`src/rtl/counter_step_monitor.sv`:
```
// rtl/counter_step_monitor.sv - step/wrap/direction checker for an up/down counter.
// Optional: COUNTER_MON_HOLD_EN makes a zero step (count_in == prev_cnt) legal.
module counter_step_monitor #(
  parameter int WIDTH      = 4,
  parameter int WRAP_CNT_W = 8,
  parameter int ERR_LIMIT  = 3
) (
  input  logic                  clk,
  input  logic                  reset,
  input  logic                  up_down,
  input  logic [WIDTH-1:0]      count_in,
  input  logic                  clr,
  output logic                  locked,
  output logic                  wrap_pulse,
  output logic                  dir_change_pulse,
  output logic                  step_err,
  output logic                  err_sticky,
  output logic [WRAP_CNT_W-1:0] wrap_count
);

  typedef enum logic [1:0] {
    ACQUIRE = 2'd0,
    TRACK   = 2'd1,
    FAULT   = 2'd2
  } state_t;

  localparam logic [WIDTH-1:0]      CNT_ONE  = WIDTH'(1);
  localparam logic [WIDTH-1:0]      CNT_MAX  = '1;
  localparam logic [WIDTH-1:0]      CNT_ZERO = '0;
  localparam logic [WRAP_CNT_W-1:0] WC_ONE   = WRAP_CNT_W'(1);
  localparam logic [WRAP_CNT_W-1:0] WC_MAX   = '1;
  localparam logic [3:0]            ERR_LIM  = 4'(ERR_LIMIT);

  state_t                  state, state_nxt;
  logic [WIDTH-1:0]        prev_cnt;
  logic                    prev_dir;
  logic [3:0]              err_run, err_run_nxt, err_run_inc;
  logic [WIDTH-1:0]        expected;
  logic                    hold, mismatch, bad, legal, wrap_hit;
  logic                    wrap_nxt, dir_nxt, err_nxt, sticky_nxt;
  logic [WRAP_CNT_W-1:0]   wrap_count_nxt;

  assign expected    = prev_dir ? (prev_cnt - CNT_ONE) : (prev_cnt + CNT_ONE);
  assign mismatch    = (count_in != expected);
`ifdef COUNTER_MON_HOLD_EN
  assign hold        = (count_in == prev_cnt);
`else
  assign hold        = 1'b0;
`endif
  assign bad         = mismatch && !hold;
  assign legal       = !mismatch;
  assign wrap_hit    = legal && (prev_dir ? (prev_cnt == CNT_ZERO && count_in == CNT_MAX)
                                          : (prev_cnt == CNT_MAX && count_in == CNT_ZERO));
  assign err_run_inc = (err_run == 4'hF) ? err_run : (err_run + 4'd1);
  assign locked      = (state == TRACK);

  always_comb begin
    state_nxt      = state;
    err_run_nxt    = err_run;
    wrap_nxt       = 1'b0;
    dir_nxt        = 1'b0;
    err_nxt        = 1'b0;
    sticky_nxt     = err_sticky;
    wrap_count_nxt = wrap_count;

    case (state)
      ACQUIRE: begin
        state_nxt   = TRACK;
        err_run_nxt = 4'd0;
      end
      TRACK: begin
        dir_nxt = (up_down != prev_dir);
        err_nxt = bad;
        if (bad) begin
          err_run_nxt = err_run_inc;
          sticky_nxt  = 1'b1;
          if (err_run_inc >= ERR_LIM) state_nxt = FAULT;
        end else if (!hold) begin
          err_run_nxt = 4'd0;
        end
        wrap_nxt = wrap_hit;
        if (wrap_hit && wrap_count != WC_MAX) wrap_count_nxt = wrap_count + WC_ONE;
      end
      FAULT: begin
        // Checking continues so the debug side still sees errors; wraps are ignored.
        dir_nxt = (up_down != prev_dir);
        err_nxt = bad;
        if (bad) begin
          err_run_nxt = err_run_inc;
          sticky_nxt  = 1'b1;
        end else if (!hold) begin
          err_run_nxt = 4'd0;
        end
      end
      default: state_nxt = ACQUIRE;
    endcase

    if (clr) begin
      state_nxt      = ACQUIRE;
      err_run_nxt    = 4'd0;
      wrap_nxt       = 1'b0;
      dir_nxt        = 1'b0;
      err_nxt        = 1'b0;
      sticky_nxt     = 1'b0;
      wrap_count_nxt = '0;
    end
  end

  always_ff @(posedge clk) begin
    if (!reset) begin
      state            <= ACQUIRE;
      prev_cnt         <= '0;
      prev_dir         <= 1'b0;
      err_run          <= 4'd0;
      wrap_pulse       <= 1'b0;
      dir_change_pulse <= 1'b0;
      step_err         <= 1'b0;
      err_sticky       <= 1'b0;
      wrap_count       <= '0;
    end else begin
      state            <= state_nxt;
      prev_cnt         <= count_in;
      prev_dir         <= up_down;
      err_run          <= err_run_nxt;
      wrap_pulse       <= wrap_nxt;
      dir_change_pulse <= dir_nxt;
      step_err         <= err_nxt;
      err_sticky       <= sticky_nxt;
      wrap_count       <= wrap_count_nxt;
    end
  end

endmodule

```
`config.mk`:
```
export PLATFORM = sky130hd
export DESIGN_NAME = counter_step_monitor
export DESIGN_NICKNAME = d
export VERILOG_FILES = /design/src/rtl/counter_step_monitor.sv
export SDC_FILE = /design/constraint.sdc
export NUM_CORES = 1
export LEC_CHECK = 0
export ABC_AREA = 0
export BUFFER_PORTS_ARGS = -buffer_cell sky130_fd_sc_hd__buf_2
export CORE_ASPECT_RATIO = 1.25
export CORE_UTILIZATION = 40
export DETAILED_ROUTE_END_ITERATION = 8
export GPL_TIMING_DRIVEN = 0
export PLACE_DENSITY_LB_ADDON = 0.12
export SETUP_SLACK_MARGIN = 0.3
export SLEW_MARGIN = 30
export SYNTH_ARGS = -nofsm -noshare
export SYNTH_HDL_FRONTEND = slang
export SYNTH_SLANG_ARGS = --single-unit
```
`constraint.sdc`:
```
create_clock -name clk -period 5.1 [get_ports clk]
set_clock_uncertainty 0.2 [all_clocks]
set_input_delay 1.02 -clock clk [delete_from_list [all_inputs] [get_ports clk]]
set_output_delay 1.02 -clock clk [all_outputs]
set_load 0.01 [all_outputs]
```
After elaboration in Yosys (flattened, before gate mapping)
Cells that the tools add are included.
W data, S select, Z words.
{"block": "word_totals", "in_bits": 8, "ff_bits": 23, "output_inout_bits": 13, "wordCells": 52}
{"block": "classes", "reduce_logical": 16, "n_eq_ne": 10, "bitwise_logic": 4, "order_cmp": 1, "addsub": 4, "n_mux": 8}
{"op": "$eq A4 B4 Y1 const B", "count": 3}
{"op": "$mux W4", "count": 3}
{"op": "$add A4 B1 Y4 const B", "count": 2}
{"op": "$add A8 B1 Y8 const B", "count": 1}
{"op": "$logic_not A4 Y1", "count": 2}
{"op": "$ne A8 B8 Y1 const B", "count": 1}
{"op": "$pmux W4 S2", "count": 1}
{"op": "$pmux W2 S3", "count": 1}
{"op": "$reduce_or A3 Y1", "count": 2}
{"op": "$ge A4 B2 Y1 const B", "count": 1}
{"op": "$logic_and A1 B1 Y1", "count": 4}
{"op": "$mux W2", "count": 2}
{"op": "$ne A2 B1 Y1 const B", "count": 2}
{"op": "$ne A4 B4 Y1", "count": 1}
{"op": "$not A1 Y1", "count": 4}
{"op": "$reduce_and A2 Y1", "count": 2}
{"op": "$reduce_or A2 Y1", "count": 2}
{"op": "$sub A4 B1 Y4 const B", "count": 1}
{"op": "$reduce_and A3 Y1", "count": 1}
{"op": "$eq A2 B1 Y1 const B", "count": 1}
{"op": "$eq A2 B2 Y1 const B", "count": 1}
{"op": "$logic_not A2 Y1", "count": 1}
{"op": "$reduce_bool A2 Y1", "count": 1}
{"op": "$logic_not A1 Y1", "count": 1}
{"op": "2 further kinds", "count": 2}

Logic depth before layout (Yosys ltp)
Gate-level depths: netlist of the first run.
{"block": "depth", "depth_word": 7, "mapped_depth": 9, "mapped_depth_nobuf": 7}

Least setup slack after synthesis of the first run
Ideal clock, no wire load.
{"block": "synth_timing", "kind": "input to register", "start": "input port count_in[3]", "end": "register wrap_count[4]", "setup_time_ns": 0.072, "arrival_time_ns": 2.205, "cell_stages": 6, "path_buffers": 1, "setup_slack_ns": 2.624, "t_required_ns": 4.828, "cell_sequence": "xnor3_1 -> a21o_1 -> a21o_1 -> buf_6 -> nor4_1 -> mux2i_1"}
{"block": "synth_via", "elab_chain_len": 6, "word_cells_on_any_way": 10, "classes_between": "eq/ne: 2; mux: 1; reduce/logical: 7"}
{"item": "from (decl)", "line_no": "11", "rtl": "input logic [WIDTH-1:0] count_in,"}
{"item": "$eq A4 B4 Y1 / $logic_not A4 Y1 (equally long branches)", "line_no": "52, 53"}
{"item": "$logic_and A1 B1 Y1 (on tied branches)", "line_no": "52, 53"}
{"item": "$mux W1", "line_no": "52", "rtl": "assign wrap_hit = legal && (prev_dir ? (prev_cnt == CNT_ZERO && count_in == CNT_MAX)"}
{"item": "$logic_and A1 B1 Y1 (*)", "line_no": "52"}
{"item": "$logic_and A1 B1 Y1 (*)", "line_no": "82", "rtl": "if (wrap_hit && wrap_count != WC_MAX) wrap_count_nxt = wrap_count + WC_ONE;"}
{"item": "$reduce_and A2 Y1 (no source line) (*)"}
{"item": "to (signal assigned)", "line_no": "129", "rtl": "wrap_count <= wrap_count_nxt;"}
{"item": "to (decl)", "line_no": "18", "rtl": "output logic [WRAP_CNT_W-1:0] wrap_count"}
Mark *: on every way between the ends. The rest lies on a longest branch, timed or not.
A chain may end at the register's enable or synchronous reset.

Worst setup path in the final report of the first run
{"block": "layout_timing", "start": "register prev_dir", "end": "register wrap_count[4]"}
{"block": "layout_via", "elab_chain_len": 6, "word_cells_on_any_way": 7, "classes_between": "eq/ne: 1; mux: 2; reduce/logical: 4"}
{"item": "from (decl)", "line_no": "36", "rtl": "logic prev_dir;"}
{"item": "from (signal assigned)", "line_no": "123", "rtl": "prev_dir <= up_down;"}
{"item": "$mux W4", "line_no": "43", "rtl": "assign expected = prev_dir ? (prev_cnt - CNT_ONE) : (prev_cnt + CNT_ONE);"}
{"item": "$ne A4 B4 Y1", "line_no": "44", "rtl": "assign mismatch = (count_in != expected);"}
{"item": "$logic_not A1 Y1", "line_no": "51", "rtl": "assign legal = !mismatch;"}
{"item": "$logic_and A1 B1 Y1 (*)", "line_no": "52"}
{"item": "$logic_and A1 B1 Y1 (*)", "line_no": "82"}
{"item": "$reduce_and A2 Y1 (no source line) (*)"}
Marked as above.

==> results of run 1 <==
[area by class of cell]
type                    instances  area [um2]
repair buffers                 20         100
well taps                      36        45.0
clock inverters                 1        5.00
inverters                       8        30.0
plain buffers                   4        30.0
clock buffers                   3        22.5
fillers                       315        1540
multi-input cells             113         800
flip-flops and latches         23         460
[registers in the layout, indices dropped and copies added (netlist names)]
signal	count
dir_change_pulse	1
err_run	4
err_sticky	1
prev_cnt	4
prev_dir	1
state	2
step_err	1
wrap_count	8
wrap_pulse	1
[power by group]
part           internal [W]  leakage, nW  switching [W]
logic             0.0000207        0.411      0.0000243
clock network     0.0000293       0.0177      0.0000560
registers          0.000184        0.187     0.00000363
[cells in the final DEF (no fill, tap or decap), types with 2 or more instances in the layout]
master / count
o21ai_0: 3
buf_6: 2
ha_1: 8
nor2_1: 6
nor4b_1: 2
inv_1: 8
nand4_1: 4
xor2_1: 2
and3_1: 2
dfxtp_1: 23
buf_2: 20
nand2_1: 13
clkbuf_4: 3
a21oi_1: 8
mux2i_1: 6
and2_1: 5
nand3_1: 15
or4_1: 2
o31ai_1: 4
clkbuf_1: 2
nor2b_1: 3
a21o_1: 2
nor4_1: 4
nand2b_1: 7
[metal layers]
layer / vias up / wire length [um]
li1: 584 / -
met1: 553 / 1230
met2: 17 / 1430
met3: 5 / 65
met4: 0 / 48
met5: - / 0
[kinds of logic after synthesis]
group | Yosys count | share of synthesized area (%)
AO/OA/AOI/OAI | 26 | 13.4
XOR/XNOR | 5 | 5.50
adder cells (fa/ha/maj) | 9 | 9.10
buffers and inverters | 12 | 4.55
flip-flops | 23 | 34.9
multiplexers | 7 | 5.40
AND/OR/NAND/NOR | 66 | 27.2
[per-stage QoR]
step           area, um2  hold slack [ps]  setup WS, ps  std cells  utilization, %
4_1_cts             1490              251          2410        208            49.3
3_3_place_gp        1470              228          2330        204            48.4
2_1_floorplan       1320              267          2620        148               -
5_1_grt             1490              258          2280        208            49.3
3_5_place_dp        1470              234          2230        204            48.4
6_report            1490              253          2420        208            49.3
[final timing paths]
path                            depth (start not counted)                     from                          to  slack (ps)
worst min-delay path                                    2  err_sticky$_SDFFE_PP0P_     err_sticky$_SDFFE_PP0P_         250
worst max register to register                          9      prev_dir$_SDFF_PN0_  wrap_count[4]$_SDFFE_PP0P_        2420
worst max-delay path                                    9      prev_dir$_SDFF_PN0_  wrap_count[4]$_SDFFE_PP0P_        2420
worst min register to register                          2  err_sticky$_SDFFE_PP0P_     err_sticky$_SDFFE_PP0P_         250
[worst max-delay path: cells and delay by family (launching register included)]
kind / cells / cell delay, ps
simple gates: 2 / 530
flops: 1 / 400
xor+xnor: 1 / 370
fa+ha+maj: 1 / 350
buf+inv: 3 / 340
compound gates: 1 / 220
mux: 1 / 220
==> results.cfg, run 1 <==
[route]
vias_per_cell = 5.57
ant_nets = 0
vias = 1159
dr.pass1.iters = 4
wl_mm = 2.77
drtIter0Drc = 38
route.detailed.drc = 0
drt-wirelength-per-cell_um = 13.3

[sta]
period_needed_ps = 2680
finalSetupTns_ps = 0
hold_violations = 0
tightest_slew_ps = 583
min_period_over_period_pct = 52.6
rsz0062_at_grt = no
setup_viol = 0
fmax_mhz = 373
finalMaxSlewViolations = 0
slew_headroom_pct = 60.1

[clock_network]
clk_latency_ps = 310
tritoncts = yes
cts_root_buffer = clkbuf_4
cts_buffer_depth = 2
clkSlewWorstSetupHoldPaths_ps = 130
htreeDepth = 1
cts_hold_buffers = 0
cts.sinks = 23
numCtsBuffers = 3
cts_setup_buffers = 0
ctsResizeCount = 0

[placement]
io_buffers = 20
place.gp.congestion = 0.859
dp_hpwl_mm = 2.19

[global_route]
grt_max_degree = 14
gr-total-overflow = 0
grt_pass1_vias = 1050
grtUsageTotal_pct = 17.8
use_met3_pct = 2.76
antenna_found_initial = 0
busiest_layer = met2
grt_use_met2_pct = 31.3
grt_use_met1_pct = 20.1
grt_pass1_wl_mm = 4.60

[cells_and_area]
area_growth_pct = 13.1
antenna_cells = 0
nNetsFinal = 190
layout-drive-gt1-share_pct = 16.3

[floorplanning]
row_count = 22
start_util_pct = 43.6
die_x_um = 53.4
fp.coreArea_um2 = 3030
io_pins = 21
die_y_um = 66.2
die-area_um2 = 3540

[yosys]
synth.avg_cell_area_um2 = 8.92
synth_edf_count = 0
synth.area.top_cells = dfxtp_1, ha_1, nand3_1
syn_nets = 165
ys_seq_area_share_pct = 34.9
netlist_instances = 148
synth_ff_type = dfxtp_1
synth.top_cell.area_share_pct = 34.9
synth.distinct_cells = 39
async_flop_share_pct = 0
synth_most_common_cell = dfxtp_1
synthTopCellsByCount = dfxtp_1, nand3_1, nand2_1
yosys.area.top_type = dfxtp_1
syn-cell-area_um2 = 1320
yosys_warnings = 0
yosys_register_bits = 23

[worst_setup_path]
required_ps = 5160
critPathArrivalTime_ps = 2740
startpoint_type = flop
slowest_stage = nor4_1
worstSetupPathType = reg2reg
critPathMaxStageDelay_ps = 430
worst_setup_path_end_kind = flop
crit_top_cell = buf_6
path_max_fanout = 10
path_cells = buf_6 -> inv_1 -> fa_1 -> xor3_1 -> nand3_1 -> a21o_1 -> buf_6 -> nor4_1 -> mux2i_1

[min_path]
hold_path.class = reg2reg

[flow_run]
drv_cap = 0

[power_and_ir_drop]
powerDensity_nw_per_um2 = 213
leakagePower_nw = 0.616
peakVddDrop_uv = 119
p_total_w = 0.000317

[outcome]
outcome = finished clean
Power figures use the tool's default switching activity.
==> inputs of run 2 (changes only) <==
Clock period 5.1 ns to 2.67 ns, I/O delays scaled along.
==> results.cfg, run 2 (synthesized netlist as in run 1, its figures left out) <==
[outcome]
outcome = finished clean

[worst_setup_path]
critPathArrivalTime_ps = 2430
slowest_stage = or4_4
cp.buffers_inverters = 2
cpLargestDelayFamily = simple AND/OR/NAND/NOR gates
path_cells = buf_6 -> inv_2 -> fa_1 -> xor2_1 -> nand3_2 -> a21o_4 -> or4_4 -> a21oi_2
path_max_fanout = 4
worstSetupPathType = reg2reg
rr_startpoint = prev_dir$_SDFF_PN0_
crit_path_start = prev_dir$_SDFF_PN0_
required_ps = 2730
startpoint_type = flop
critPathMaxStageDelay_ps = 510
worst_setup_path_end_kind = flop

[sta]
min_period_over_period_pct = 88.5
tightest_slew_ps = 869
fmax_mhz = 423
period_needed_ps = 2360
slew_headroom_pct = 41.8
hold_violations = 0
finalMaxSlewViolations = 0
fin_ws_ps = 306
rsz0062_at_grt = yes
setup_viol = 0
timing.hold.ws_ps = 244
finalSetupTns_ps = 0

[floorplanning]
die_y_um = 66.2
start_util_pct = 43.6
die-area_um2 = 3540
die_x_um = 53.4
fp.coreArea_um2 = 3030
io_pins = 21
row_count = 22

[power_and_ir_drop]
powerDensity_nw_per_um2 = 381
peakVddDrop_uv = 231
leakagePower_nw = 0.645

[global_route]
grt_pass1_vias = 1132
gr-total-overflow = 0
grt_max_degree = 14
antenna_found_initial = 0
grt_pass1_wl_mm = 5.02
grtUsageTotal_pct = 19.3

[clock_network]
clkSlewWorstSetupHoldPaths_ps = 130
cts.sinks = 23
htreeDepth = 1
numCtsBuffers = 3
cts_root_buffer = clkbuf_4
tritoncts = yes
cts_buffer_depth = 2
clk_latency_ps = 310

[cells_and_area]
reg.largest.list = wrap_count (8), err_run (4), prev_cnt (4)
fillCellCount = 299
seqCellArea_um2 = 467
nNetsFinal = 195
antenna_cells = 0
multi_input_area_um2 = 908
largest_reg_flops = 8
mostFrequentLayoutCells = buf_2, dfxtp_1, nand3_1, nand2_1
layout-drive-gt1-share_pct = 29.4
regMostFlops = wrap_count
final_core_util_pct = 54.3
final_common_cell = buf_2
area_growth_pct = 24.5

[placement]
io_buffers = 20
place.gp.congestion = 0.859
place_ws_ps = -0.0706
dp_hpwl_mm = 2.19

[min_path]
worstHoldStart = up_down
hold_path.class = in2reg

[route]
dr.pass1.iters = 4
drtIter0Drc = 17
wl_mm = 2.97
vias = 1183
vias_per_cell = 5.55
ant_nets = 0
drt-wirelength-per-cell_um = 14.0
route.detailed.drc = 0

[flow_run]
drv_cap = 0
[run 2: cell count changes in the layout (fill, tap and decap cells not counted), sizes merged]
cell | previous run | this run
buf | 22 | 27
[run 2: stage by stage]
stage	total power, W	instance area, um2	instances
floorplan	0.000425	1320	148
global placement	0.000448	1470	204
detailed placement	0.000452	1470	204
CTS	0.000628	1600	213
global route	0.000664	1640	213
finish	0.000626	1640	213
[run 2: power by group]
part | switching (W) | leakage, nW | internal, W
sequential | 0.00000633 | 0.188 | 0.000350
combinational | 0.0000575 | 0.439 | 0.0000508
clock | 0.000105 | 0.0177 | 0.0000560
total | 0.000169 | 0.645 | 0.000457
[run 2: layout make-up]
class                      count  share of cell area [%]
timing repair buffer          25                    8.23
buffer                         4                    1.83
inverter                       8                    1.83
multi-input combinational    113                    55.3
clock buffer                   3                    1.37
tap                           36                    2.74
sequential                    23                    28.4
clock inverter                 1                   0.305
[run 2: worst paths after layout]
kind | end | slack, ps | depth (start not counted)
worst min register to register | err_sticky$_SDFFE_PP0P_ | 250 | 2
worst max-delay path | wrap_count[0]$_SDFFE_PP0P_ | 310 | 8
worst min-delay path | prev_dir$_SDFF_PN0_ | 240 | 2
worst max register to register | wrap_count[0]$_SDFFE_PP0P_ | 310 | 8
[run 2: timing repair]
| action | CTS | global route |
|---|---|---|
| gates cloned | 1 | 0 |
| pin swaps | 8 | 6 |
| setup buffers | 4 | 0 |
| resized for setup | 14 | 11 |
| endpoints found under the setup margin | 12 | 13 |
| hold buffers | 0 | 0 |
[run 2: per-layer routing]
layer | up-vias | global-route usage (%) | share of wire (%)
li1 | 592 | - | -
met1 | 572 | 21.8 | 42
met2 | 14 | 34.7 | 55
met3 | 5 | 2.76 | 2.1
met4 | 0 | 8.22 | 1.6
met5 | - | 0 | 0
